$ cat src/rtl/packet_scheduler.sv
// HDMI data-island slot arbiter: picks audio, ACR, InfoFrame or null packet per slot,
// keeps once-per-frame InfoFrame requests and counts frames where they were missed.
module packet_scheduler #(
    parameter bit AUDIO_ENABLE = 1'b1,
    parameter bit SPD_ENABLE   = 1'b1,
    parameter int AUDIO_BURST  = 4
) (
    input  logic       clk_pixel,
    input  logic       reset,
    input  logic       frame_start,
    input  logic       packet_enable,
    input  logic       audio_req,
    input  logic       acr_req,
    output logic [7:0] packet_type,
    output logic       audio_ack,
    output logic       acr_overrun,
    output logic [7:0] infoframe_miss_count
);

    localparam logic [7:0] TYPE_NULL  = 8'h00;
    localparam logic [7:0] TYPE_AUDIO = 8'h02;
    localparam logic [3:0] BURST_MAX  = 4'(AUDIO_BURST);

    // Non-audio sources in priority order, index 0 highest: ACR, AVI, AIF, SPD.
    localparam logic [7:0] PEND_CODE [4] = '{8'h01, 8'h82, 8'h84, 8'h83};

    typedef enum logic {
        AUDIO_PHASE   = 1'b0,
        SERVICE_PHASE = 1'b1
    } state_t;

    state_t     state_reg, state_next;
    logic [3:0] pend_reg, pend_next;
    logic [3:0] burst_reg, burst_next;
    logic [7:0] packet_type_reg, packet_type_next;
    logic       audio_ack_reg;
    logic       acr_overrun_reg;
    logic [7:0] miss_count_reg;

    logic [3:0] pend_set;
    logic [4:0] higher_pend;
    logic [3:0] first_pend;
    logic [3:0] grant_mask;
    logic       grant_audio;
    logic       audio_ok;
    logic       other_pend;

    assign audio_ok   = audio_req & AUDIO_ENABLE;
    assign other_pend = |pend_reg;

    assign pend_set[0] = acr_req;
    assign pend_set[1] = frame_start;
    assign pend_set[2] = frame_start & AUDIO_ENABLE;
    assign pend_set[3] = frame_start & SPD_ENABLE;

    assign higher_pend[0] = 1'b0;

    generate
        for (genvar gi = 0; gi < 4; gi++) begin : g_pend
            assign higher_pend[gi+1] = higher_pend[gi] | pend_reg[gi];
            assign first_pend[gi]    = pend_reg[gi] & ~higher_pend[gi];
            // A same-cycle set wins over the clear caused by a grant.
            assign pend_next[gi]     = pend_set[gi] | (pend_reg[gi] & ~grant_mask[gi]);
        end
    endgenerate

    always_comb begin
        grant_audio      = 1'b0;
        grant_mask       = 4'b0000;
        state_next       = state_reg;
        burst_next       = burst_reg;
        packet_type_next = packet_type_reg;
        if (packet_enable) begin
            case (state_reg)
                AUDIO_PHASE: begin
                    if (audio_ok && ((burst_reg < BURST_MAX) || !other_pend)) begin
                        grant_audio = 1'b1;
                        burst_next  = (burst_reg == 4'hF) ? 4'hF : burst_reg + 4'd1;
                    end else if (other_pend) begin
                        grant_mask = first_pend;
                        state_next = SERVICE_PHASE;
                        burst_next = 4'd0;
                    end else begin
                        burst_next = 4'd0;
                    end
                end
                SERVICE_PHASE: begin
                    state_next = AUDIO_PHASE;
                    if (audio_ok) begin
                        grant_audio = 1'b1;
                        burst_next  = 4'd1;
                    end else begin
                        grant_mask = first_pend;
                        burst_next = 4'd0;
                    end
                end
                default: state_next = AUDIO_PHASE;
            endcase

            packet_type_next = grant_audio ? TYPE_AUDIO : TYPE_NULL;
            for (int i = 0; i < 4; i++) begin
                if (grant_mask[i]) begin
                    packet_type_next = PEND_CODE[i];
                end
            end
        end
    end

    always_ff @(posedge clk_pixel) begin
        if (reset) begin
            state_reg       <= AUDIO_PHASE;
            pend_reg        <= 4'b0000;
            burst_reg       <= 4'd0;
            packet_type_reg <= TYPE_NULL;
            audio_ack_reg   <= 1'b0;
            acr_overrun_reg <= 1'b0;
            miss_count_reg  <= 8'd0;
        end else begin
            state_reg       <= state_next;
            pend_reg        <= pend_next;
            burst_reg       <= burst_next;
            packet_type_reg <= packet_type_next;
            audio_ack_reg   <= grant_audio;
            if (acr_req && pend_reg[0] && !grant_mask[0]) begin
                acr_overrun_reg <= 1'b1;
            end
            // Uses flags as they stood before this frame_start re-arms them.
            if (frame_start && (|pend_reg[3:1]) && (miss_count_reg != 8'hFF)) begin
                miss_count_reg <= miss_count_reg + 8'd1;
            end
        end
    end

    assign packet_type          = packet_type_reg;
    assign audio_ack            = audio_ack_reg;
    assign acr_overrun          = acr_overrun_reg;
    assign infoframe_miss_count = miss_count_reg;

endmodule
$ cat config.mk
export PLATFORM = sky130hd
export DESIGN_NAME = packet_scheduler
export DESIGN_NICKNAME = d
export VERILOG_FILES = /design/src/rtl/packet_scheduler.sv
export SDC_FILE = /design/constraint.sdc
export NUM_CORES = 1
export LEC_CHECK = 0
export BUFFER_PORTS_ARGS = -buffer_cell sky130_fd_sc_hd__buf_4
export CORE_MARGIN = 4
export CORE_UTILIZATION = 40
export CTS_BUF_LIST = sky130_fd_sc_hd__clkbuf_16
export CTS_CLUSTER_DIAMETER = 60
export DETAILED_ROUTE_END_ITERATION = 8
export GPL_TIMING_DRIVEN = 0
export MAX_ROUTING_LAYER = met4
export PLACE_DENSITY = 0.74
export RECOVER_POWER = 25
export SYNTH_ARGS = -nofsm -noshare
export SYNTH_HDL_FRONTEND = slang
export SYNTH_SLANG_ARGS = --single-unit
$ cat constraint.sdc
create_clock -name clk_pixel -period 1.8 [get_ports clk_pixel]
set_input_delay 0.18 -clock clk_pixel [delete_from_list [all_inputs] [get_ports clk_pixel]]
set_output_delay 0.18 -clock clk_pixel [all_outputs]
set_load 0.01 [all_outputs]
==> flow_summary_export.csv, run 1 <==
group,metric,value,unit
status,outcome,"finished, final reports clean",
detailed_routing,drcViolationCount,0,
logic_synthesis,synth_edf_count,0,
cells_and_area,syn_to_final_growth,20.2,%
pwr,power.internal,892,uW
clocking,cts_made_buffers,3,
detailed_routing,dr.first_iter.drc_count,59,
logic_synthesis,synthCells,136,
sta,grt_setup_unrepaired,"no",
sta,slew_headroom,62.3,%
critical_path,r2r_cells,5,
floorplan,core,2730,um2
placement,port_buffers,18,
clocking,cts_tree,"built",
detailed_routing,routed_via_density,5.58,
detailed_routing,wl_per_cell,13.2,um
critical_path,rr_startpoint,"infoframe_miss_count[0]$_SDFFE_PP0P_",
floorplan,io_pins,24,
sta,maxSlewViolCount,0,
pwr,peakVddDrop,907,uV
detailed_routing,ant_nets,0,
logic_synthesis,synthArstFlopShare,0,%
logic_synthesis,synth_cell_types,43,
cells_and_area,multi_input_area,601,um2
critical_path,endpoint_kind,"flip-flop",
min_path,hold_depth,2,
critical_path,rrSetupSlack,0.23,ns
logic_synthesis,synth_top_cells_by_count,"dfxtp_1, nor2_1, a21oi_1",
clocking,cts_resized,0,
min_path,holdPathEnd,"audio_ack$_SDFF_PP0_",
clocking,root_buffer,"clkbuf_16",
placement,hpwl,1.84,mm
pwr,pwr-share-clk,40.4,%
detailed_routing,routed_wirelength,2.54,mm
detailed_routing,dr.pass1.iters,4,
cells_and_area,fin_nets,170,
clocking,cts-htree-levels,1,
sta,fin_setup_tns,0,ns
logic_synthesis,yosysTopAreaCell,"dfxtp_1",
logic_synthesis,ys.flop_type,"dfxtp_1",
placement,dpl.cell_count,188,
cells_and_area,largest_register_ffs,8,
critical_path,worst-endpoint-required,1.93,ns
floorplan,die_h,61.4,um
clocking,clockBufferDepth,2,
sta,final_hold_viol_count,0,
detailed_routing,vias,1072,
global_route,grt_usage,15.7,%
sta,min_period_over_period,87.3,%
critical_path,path_class,"flip-flop to flip-flop",
logic_synthesis,yosysMostFrequentCell,"dfxtp_1",
clocking,clk_latency,0.26,ns
critical_path,critPathArrivalTime,1.70,ns
cells_and_area,final-seq-area,460,um2
cells_and_area,nFillCells,279,
pwr,switching_share,24.0,%
global_route,grt_overflow,0,
global_route,antenna_found_initial,0,
critical_path,startpoint,"infoframe_miss_count[0]$_SDFFE_PP0P_",
logic_synthesis,ys_ff_latch,23,
clocking,path_clk_slew,0.06,ns
clocking,post_cts_buffers,0,
global_route,grt_start_max_net_pins,13,
sta,fmax,0.636,GHz
logic_synthesis,yosysWarnings,0,
floorplan,rows,19,
logic_synthesis,avgSynthCellArea,8.38,um2
pwr,power_frac_comb,13.2,%
min_path,min_from,"reset",
sta,tightest_slew,0.560,ns
logic_synthesis,synth_area_leaders,"dfxtp_1, nor2_1, a21oi_1",
floorplan,die_x,61.4,um
critical_path,crit_fanout,5,
floorplan,start_util,41.7,%
sta,setup_viol,0,
pwr,p_seq_share,46.4,%
clocking,cts_hold_repair.buffers,0,
global_route,grt_pass1_wl,4.30,mm
pwr,net-switching-power,281,uW
job,maxCapViolCount,0,
cells_and_area,drive_gt1_share,16.1,%
sta,fin_skew,0.00647,ns
min_path,hp-class,"input port to flip-flop",
logic_synthesis,seq_area_frac_synth,40.4,%
logic_synthesis,synth.top_cell.area_share,40.4,%
cells_and_area,num_antenna_cells,0,
pwr,power_density,856,nW/um2
sta,timing.final.crit_period,1.57,ns
global_route,grt_pass1_vias,988,
logic_synthesis,synthesis.area,1140,um2
cells_and_area,fin_cells,192,
critical_path,r2r-end,"infoframe_miss_count[1]$_SDFFE_PP0P_",
placement,gp_congestion,0.843,
floorplan,die_area,3770,um2
clocking,cts_sinks,23,
critical_path,critPathLaunchType,"flip-flop",
pwr,total_leakage_power,0.557,nW
cell families (layout without fill, tap and decap cells):
logic type | after synthesis | in the layout | share of synthesized area (%)
adder cells (fa/ha/maj) | 2 | 2 | 2.20
other | 1 | 4 | 0.329
flip-flops | 23 | 23 | 40.4
AND/OR/NAND/NOR | 48 | 48 | 20.4
XOR/XNOR | 1 | 1 | 0.769
buffers and inverters | 17 | 39 | 7.90
multiplexers | 1 | 1 | 0.878
AO/OA/AOI/OAI | 43 | 43 | 27.1
critical path, stage by stage, from the launching register on:
cell and delay, ns:
dfxtp_1 0.39, ha_1 0.25, nand2_1 0.13, o31ai_1 0.39, mux2i_1 0.23, nor2_1 0.05
area by class of cell:
type	count	area share, %
flip-flops and latches	23	33.6
plain buffers	11	4.93
multi-input cells	99	43.8
clock inverters	1	0.274
clock buffers	3	5.48
inverters	6	1.64
well taps	31	2.83
repair buffers	18	7.40
cell usage in the layout, fill, tap and decap left out, drive strengths merged, types with 2 or more instances in the layout:
master	count
a211oi	2
a21oi	12
a22o	2
a311oi	3
a31oi	3
buf	18
clkbuf	14
conb	4
dfxtp	23
ha	2
inv	7
nand2	5
nand3	7
nor2	18
nor3	9
nor4	2
o21a	2
o21ai	6
o31ai	3
layer usage:
| metal | GRT usage [%] | routed length (um) | vias to the layer above |
|---|---|---|---|
| met5 | - | 0 | - |
| met4 | 6.36 | 40 | 0 |
| met3 | 5.03 | 149 | 6 |
| met2 | 23.4 | 1170 | 33 |
| met1 | 19.7 | 1180 | 488 |
| li1 | - | - | 545 |
how the worst max path moves through the flow:
stage,endpoint,depth (start not counted)
finish,infoframe_miss_count[1]$_SDFFE_PP0P_,5
global route,infoframe_miss_count[1]$_SDFFE_PP0P_,5
CTS,infoframe_miss_count[1]$_SDFFE_PP0P_,5
detailed placement,infoframe_miss_count[1]$_SDFFE_PP0P_,5
global placement,infoframe_miss_count[1]$_SDFFE_PP0P_,5
floorplan,infoframe_miss_count[1]$_SDFFE_PP0P_,5
power by group through the flow:
| stage | Combinational [mW] | Sequential [mW] | Clock [mW] |
|---|---|---|---|
| floorplan | 0.106 | 0.559 | 0 |
| global placement | 0.156 | 0.555 | 0 |
| detailed placement | 0.160 | 0.556 | 0 |
| CTS | 0.161 | 0.545 | 0.486 |
| global route | 0.172 | 0.548 | 0.509 |
| finish | 0.154 | 0.545 | 0.474 |
stage by stage:
step           power (mW)  cell area [um2]  setup slack [ns]  hold WS [ns]  util, %
2_1_floorplan       0.665             1150             0.322         0.251        -
3_3_place_gp        0.711             1330             0.236         0.367     48.5
3_5_place_dp        0.717             1330             0.229         0.372     48.5
4_1_cts              1.19             1400             0.223        0.0975     51.4
5_1_grt              1.23             1370            0.0827         0.102     50.1
6_report             1.17             1370             0.228         0.101     50.1
No activity file was read; power rests on OpenSTA's default activity.
==> run 2, diff against run 1 <==
--- a/config.mk
+++ b/config.mk
@@ -6,6 +6,7 @@
 export NUM_CORES = 1
 export LEC_CHECK = 0
 export BUFFER_PORTS_ARGS = -buffer_cell sky130_fd_sc_hd__buf_4
+export CORE_ASPECT_RATIO = 0.6
 export CORE_MARGIN = 4
 export CORE_UTILIZATION = 40
 export CTS_BUF_LIST = sky130_fd_sc_hd__clkbuf_16
==> flow_summary_export.csv, run 2 (synthesized netlist as in run 1, its figures left out) <==
group,metric,value,unit
detailed_routing,ant_nets,0,
sta,setup_slack,0.136,ns
sta,min_period_over_period,92.4,%
critical_path,rrSetupSlack,0.14,ns
detailed_routing,vias,1101,
sta,setup_viol,0,
detailed_routing,routed_via_density,5.70,
clocking,cts_made_buffers,3,
clocking,path_clk_slew,0.06,ns
placement,dpl.cell_count,189,
global_route,grt_overflow,0,
sta,timing.final.crit_period,1.66,ns
sta,maxSlewViolCount,0,
cells_and_area,postLayoutCellArea,1370,um2
min_path,min_from,"reset",
clocking,root_buffer,"clkbuf_16",
critical_path,cp_top_family,"compound AO/OA/AOI/OAI gates",
cells_and_area,largest_register_ffs,8,
critical_path,slowest_delay,0.44,ns
floorplan,io_pins,24,
floorplan,core,2610,um2
cells_and_area,syn_to_final_growth,20.3,%
cells_and_area,drive_gt1_share,16.1,%
clocking,cts_sinks,23,
global_route,grt_usage,15.0,%
min_path,hold_depth,2,
pwr,power_density,861,nW/um2
detailed_routing,routed_wirelength,2.62,mm
detailed_routing,drcViolationCount,0,
critical_path,worst-endpoint-required,1.93,ns
critical_path,critPathLaunchType,"flip-flop",
placement,gp_congestion,0.823,
sta,grt_setup_unrepaired,"no",
cells_and_area,num_antenna_cells,0,
critical_path,r2r-end,"infoframe_miss_count[1]$_SDFFE_PP0P_",
critical_path,crit_slowest_cell,"o31ai_1",
placement,place_ws,0.156,ns
detailed_routing,wl_per_cell,13.6,um
critical_path,critPathArrivalTime,1.79,ns
critical_path,crit_chain,"ha_1, nand2_1, o31ai_1, mux2i_1, nor2_1",
global_route,grt_start_max_net_pins,13,
sta,hold_ws,0.0993,ns
detailed_routing,dr.pass1.iters,4,
clocking,clk_latency,0.26,ns
cells_and_area,fin_util,52.5,%
sta,fin_setup_tns,0,ns
floorplan,die_x,76.9,um
floorplan,die_area,3800,um2
critical_path,path_class,"flip-flop to flip-flop",
pwr,total_leakage_power,0.557,nW
cells_and_area,mostFrequentLayoutCell,"dfxtp_1",
sta,tightest_slew,0.537,ns
global_route,antenna_found_initial,0,
placement,place_area,1330,um2
clocking,post_cts_buffers,0,
job,maxCapViolCount,0,
placement,hpwl,1.96,mm
clocking,cts_resized,0,
min_path,holdPathEnd,"audio_ack$_SDFF_PP0_",
sta,fin_skew,0.00315,ns
critical_path,endpoint_kind,"flip-flop",
cells_and_area,fin_nets,170,
cells_and_area,layout_common_cells,"dfxtp_1, nor2_1, buf_4, a21oi_1, clkbuf_1",
global_route,grt_pass1_vias,942,
clocking,clockBufferDepth,2,
sta,fmax,0.601,GHz
sta,final_hold_viol_count,0,
pwr,peakVddDrop,467,uV
cells_and_area,nFillCells,262,
critical_path,rr_startpoint,"infoframe_miss_count[0]$_SDFFE_PP0P_",
status,outcome,"finished, final reports clean",
floorplan,die_h,49.4,um
sta,slew_headroom,63.8,%
cells_and_area,fin_cells,193,
detailed_routing,dr.first_iter.drc_count,96,
critical_path,r2r_cells,5,
min_path,hp-class,"input port to flip-flop",
critical_path,crit_buf_inv,0,
floorplan,start_util,43.7,%
clocking,cts-htree-levels,1,
placement,port_buffers,18,
global_route,grt_pass1_wl,4.51,mm
floorplan,rows,14,
clocking,cts_hold_repair.buffers,0,
critical_path,crit_fanout,5,
clocking,cts_tree,"built",
pwr,fin_total_pwr,1.18,mW
run 2: cell counts in the layout (fill, tap and decap cells not counted):
Identical to the previous run, type by type.
run 2: layout make-up:
type / count / area [um2] / share of cell area [%]
Clock buffer: 3 / 75.1 / 5.47
Tap cell: 32 / 40.0 / 2.92
Clock inverter: 1 / 3.75 / 0.274
Multi-Input combinational cell: 99 / 601 / 43.8
Sequential cell: 23 / 460 / 33.6
Inverter: 6 / 22.5 / 1.64
Buffer: 11 / 67.6 / 4.93
Timing Repair Buffer: 18 / 101 / 7.39
run 2: worst max-delay path by stage:
stage | from | to | slack [ns] | cells past startpoint
6_report | infoframe_miss_count[0]$_SDFFE_PP0P_ | infoframe_miss_count[1]$_SDFFE_PP0P_ | 0.14 | 5
5_1_grt | infoframe_miss_count[0]$_SDFFE_PP0P_ | infoframe_miss_count[1]$_SDFFE_PP0P_ | 0.02 | 5
4_1_cts | infoframe_miss_count[0]$_SDFFE_PP0P_ | infoframe_miss_count[1]$_SDFFE_PP0P_ | 0.15 | 5
3_5_place_dp | infoframe_miss_count[0]$_SDFFE_PP0P_ | infoframe_miss_count[1]$_SDFFE_PP0P_ | 0.16 | 5
3_3_place_gp | infoframe_miss_count[0]$_SDFFE_PP0P_ | infoframe_miss_count[1]$_SDFFE_PP0P_ | 0.22 | 5
2_1_floorplan | infoframe_miss_count[0]$_SDFFE_PP0P_ | infoframe_miss_count[1]$_SDFFE_PP0P_ | 0.32 | 5
run 2: power breakdown:
group / total (mW) / internal, mW / switching (mW)
Sequential: 0.545 / 0.531 / 0.0149
Clock: 0.479 / 0.297 / 0.183
Combinational: 0.156 / 0.0648 / 0.0915
Total: 1.18 / 0.892 / 0.289
run 2: worst reg2reg max path: cells and delay by family (launching register included):
family / cells / cell delay [ns]
AOI/OAI and AO/OA: 1 / 0.44
muxes: 1 / 0.24
adders and majority gates: 1 / 0.26
DFF: 1 / 0.40
and+or+nand+nor: 2 / 0.19
run 2: layer usage:
metal	global-route usage [%]	vias to the layer above	routed length (um)
met1	21.4	513	1410
met5	-	-	0
met2	20.1	35	1030
li1	-	551	-
met3	4.98	2	163
met4	3.61	0	17
==> run 3, diff against run 2 <==
--- a/config.mk
+++ b/config.mk
@@ -7,13 +7,11 @@
 export LEC_CHECK = 0
 export BUFFER_PORTS_ARGS = -buffer_cell sky130_fd_sc_hd__buf_4
 export CORE_ASPECT_RATIO = 0.6
-export CORE_MARGIN = 4
 export CORE_UTILIZATION = 40
 export CTS_BUF_LIST = sky130_fd_sc_hd__clkbuf_16
 export CTS_CLUSTER_DIAMETER = 60
 export DETAILED_ROUTE_END_ITERATION = 8
 export GPL_TIMING_DRIVEN = 0
-export MAX_ROUTING_LAYER = met4
 export PLACE_DENSITY = 0.74
 export RECOVER_POWER = 25
 export SYNTH_ARGS = -nofsm -noshare
==> flow_summary_export.csv, run 3 (synthesized netlist as in run 1, its figures left out) <==
group,metric,value,unit
status,outcome,"finished, final reports clean",
critical_path,crit_slowest_cell,"o31ai_1",
critical_path,path_class,"flip-flop to flip-flop",
cells_and_area,num_antenna_cells,0,
clocking,cts_sinks,23,
critical_path,rr_startpoint,"infoframe_miss_count[0]$_SDFFE_PP0P_",
cells_and_area,fin_nets,170,
clocking,path_clk_slew,0.06,ns
cells_and_area,largest_register_ffs,8,
global_route,antenna_found_initial,0,
critical_path,crit_fanout,5,
placement,dpl.cell_count,189,
detailed_routing,ant_nets,0,
pwr,peakVddDrop,454,uV
critical_path,slowest_delay,0.47,ns
clocking,root_buffer,"clkbuf_16",
global_route,grt_overflow,0,
clocking,cts_tree,"built",
placement,port_buffers,18,
sta,slew_headroom,63.3,%
floorplan,io_pins,24,
sta,setup_viol,0,
sta,hold_ws,0.107,ns
sta,min_period_over_period,92.1,%
sta,fin_setup_tns,0,ns
clocking,cts_resized,0,
sta,grt_setup_unrepaired,"no",
clocking,post_cts_buffers,0,
pwr,power_density,847,nW/um2
detailed_routing,dr.pass1.iters,6,
clocking,clk_latency,0.25,ns
clocking,cts_made_buffers,3,
critical_path,r2r-end,"infoframe_miss_count[1]$_SDFFE_PP0P_",
job,maxCapViolCount,0,
global_route,grt_pass1_vias,892,
pwr,total_leakage_power,0.557,nW
sta,timing.final.crit_period,1.66,ns
floorplan,die_x,70.9,um
detailed_routing,vias,1089,
sta,fmax,0.603,GHz
min_path,hold_depth,2,
global_route,grt_pass1_wl,4.24,mm
sta,tightest_slew,0.545,ns
detailed_routing,wl_per_cell,13.3,um
cells_and_area,drive_gt1_share,16.1,%
critical_path,endpoint_kind,"flip-flop",
floorplan,core,2590,um2
floorplan,rows,14,
floorplan,die_area,3070,um2
floorplan,die_h,43.4,um
cells_and_area,fin_util,52.9,%
critical_path,critPathArrivalTime,1.78,ns
cells_and_area,final-seq-area,460,um2
detailed_routing,drcViolationCount,0,
clocking,cts-htree-levels,1,
critical_path,r2r_cells,5,
critical_path,cp-endpoint,"infoframe_miss_count[1]$_SDFFE_PP0P_",
floorplan,start_util,44.0,%
global_route,grt_usage,17.9,%
critical_path,rrSetupSlack,0.14,ns
critical_path,crit_chain,"ha_1, nand2_1, o31ai_1, mux2i_1, nor2_1",
detailed_routing,routed_via_density,5.64,
min_path,hp-class,"input port to flip-flop",
clocking,cts_hold_repair.buffers,0,
placement,gp_congestion,0.829,
critical_path,critPathLaunchType,"flip-flop",
detailed_routing,routed_wirelength,2.58,mm
cells_and_area,layout_common_cells,"dfxtp_1, nor2_1, buf_4, a21oi_1, clkbuf_1",
detailed_routing,dr.first_iter.drc_count,111,
placement,hpwl,1.91,mm
pwr,fin_total_pwr,1.16,mW
cells_and_area,fin_cells,193,
clocking,clockBufferDepth,2,
cells_and_area,multi_input_area,601,um2
sta,fin_skew,0.00127,ns
sta,maxSlewViolCount,0,
cells_and_area,syn_to_final_growth,20.3,%
global_route,grt_start_max_net_pins,13,
cells_and_area,nFillCells,251,
critical_path,worst-endpoint-required,1.93,ns
critical_path,startpoint,"infoframe_miss_count[0]$_SDFFE_PP0P_",
sta,final_hold_viol_count,0,
cells_and_area,mostFrequentLayoutCell,"dfxtp_1",
## run 3: cell counts in the layout (fill, tap and decap cells not counted)
No cell type changed its count.
## run 3: power breakdown
group          switching [mW]  internal [mW]
clock network           0.165          0.296
registers              0.0145          0.531
logic                  0.0933         0.0626
## run 3: stage by stage
stage	setup slack (ns)	instance area, um2
global placement	0.226	1330
CTS	0.164	1410
global route	0.0464	1370
finish	0.143	1370
floorplan	0.322	1150
detailed placement	0.190	1330
## run 3: worst min path at each step
stage	start	to	slack, ns
final	reset	audio_ack$_SDFF_PP0_	0.11
after global routing	reset	audio_ack$_SDFF_PP0_	0.11
after CTS	reset	audio_ack$_SDFF_PP0_	0.10
after detailed placement	reset	audio_ack$_SDFF_PP0_	0.37
after global placement	reset	audio_ack$_SDFF_PP0_	0.37
after floorplan	reset	audio_ack$_SDFF_PP0_	0.25
## run 3: worst max-delay path: cells and delay by family, from the launching register on
kind | cells | cell delay [ns]
mux | 1 | 0.24
flops | 1 | 0.38
compound gates | 1 | 0.47
simple gates | 2 | 0.18
fa+ha+maj | 1 | 0.26
## run 3: routing by layer
metal,part of all wire [%],track usage (%)
met1,51,27.0
met2,39,24.2
met3,8.9,5.35
met4,0.54,5.60
met5,0,0
## run 3: layout make-up
class | instances | area share [%]
multi-input combinational | 99 | 43.8
sequential | 23 | 33.6
timing repair buffer | 18 | 7.39
clock buffer | 3 | 5.47
buffer | 11 | 4.93
tap | 32 | 2.92
inverter | 6 | 1.64
clock inverter | 1 | 0.274
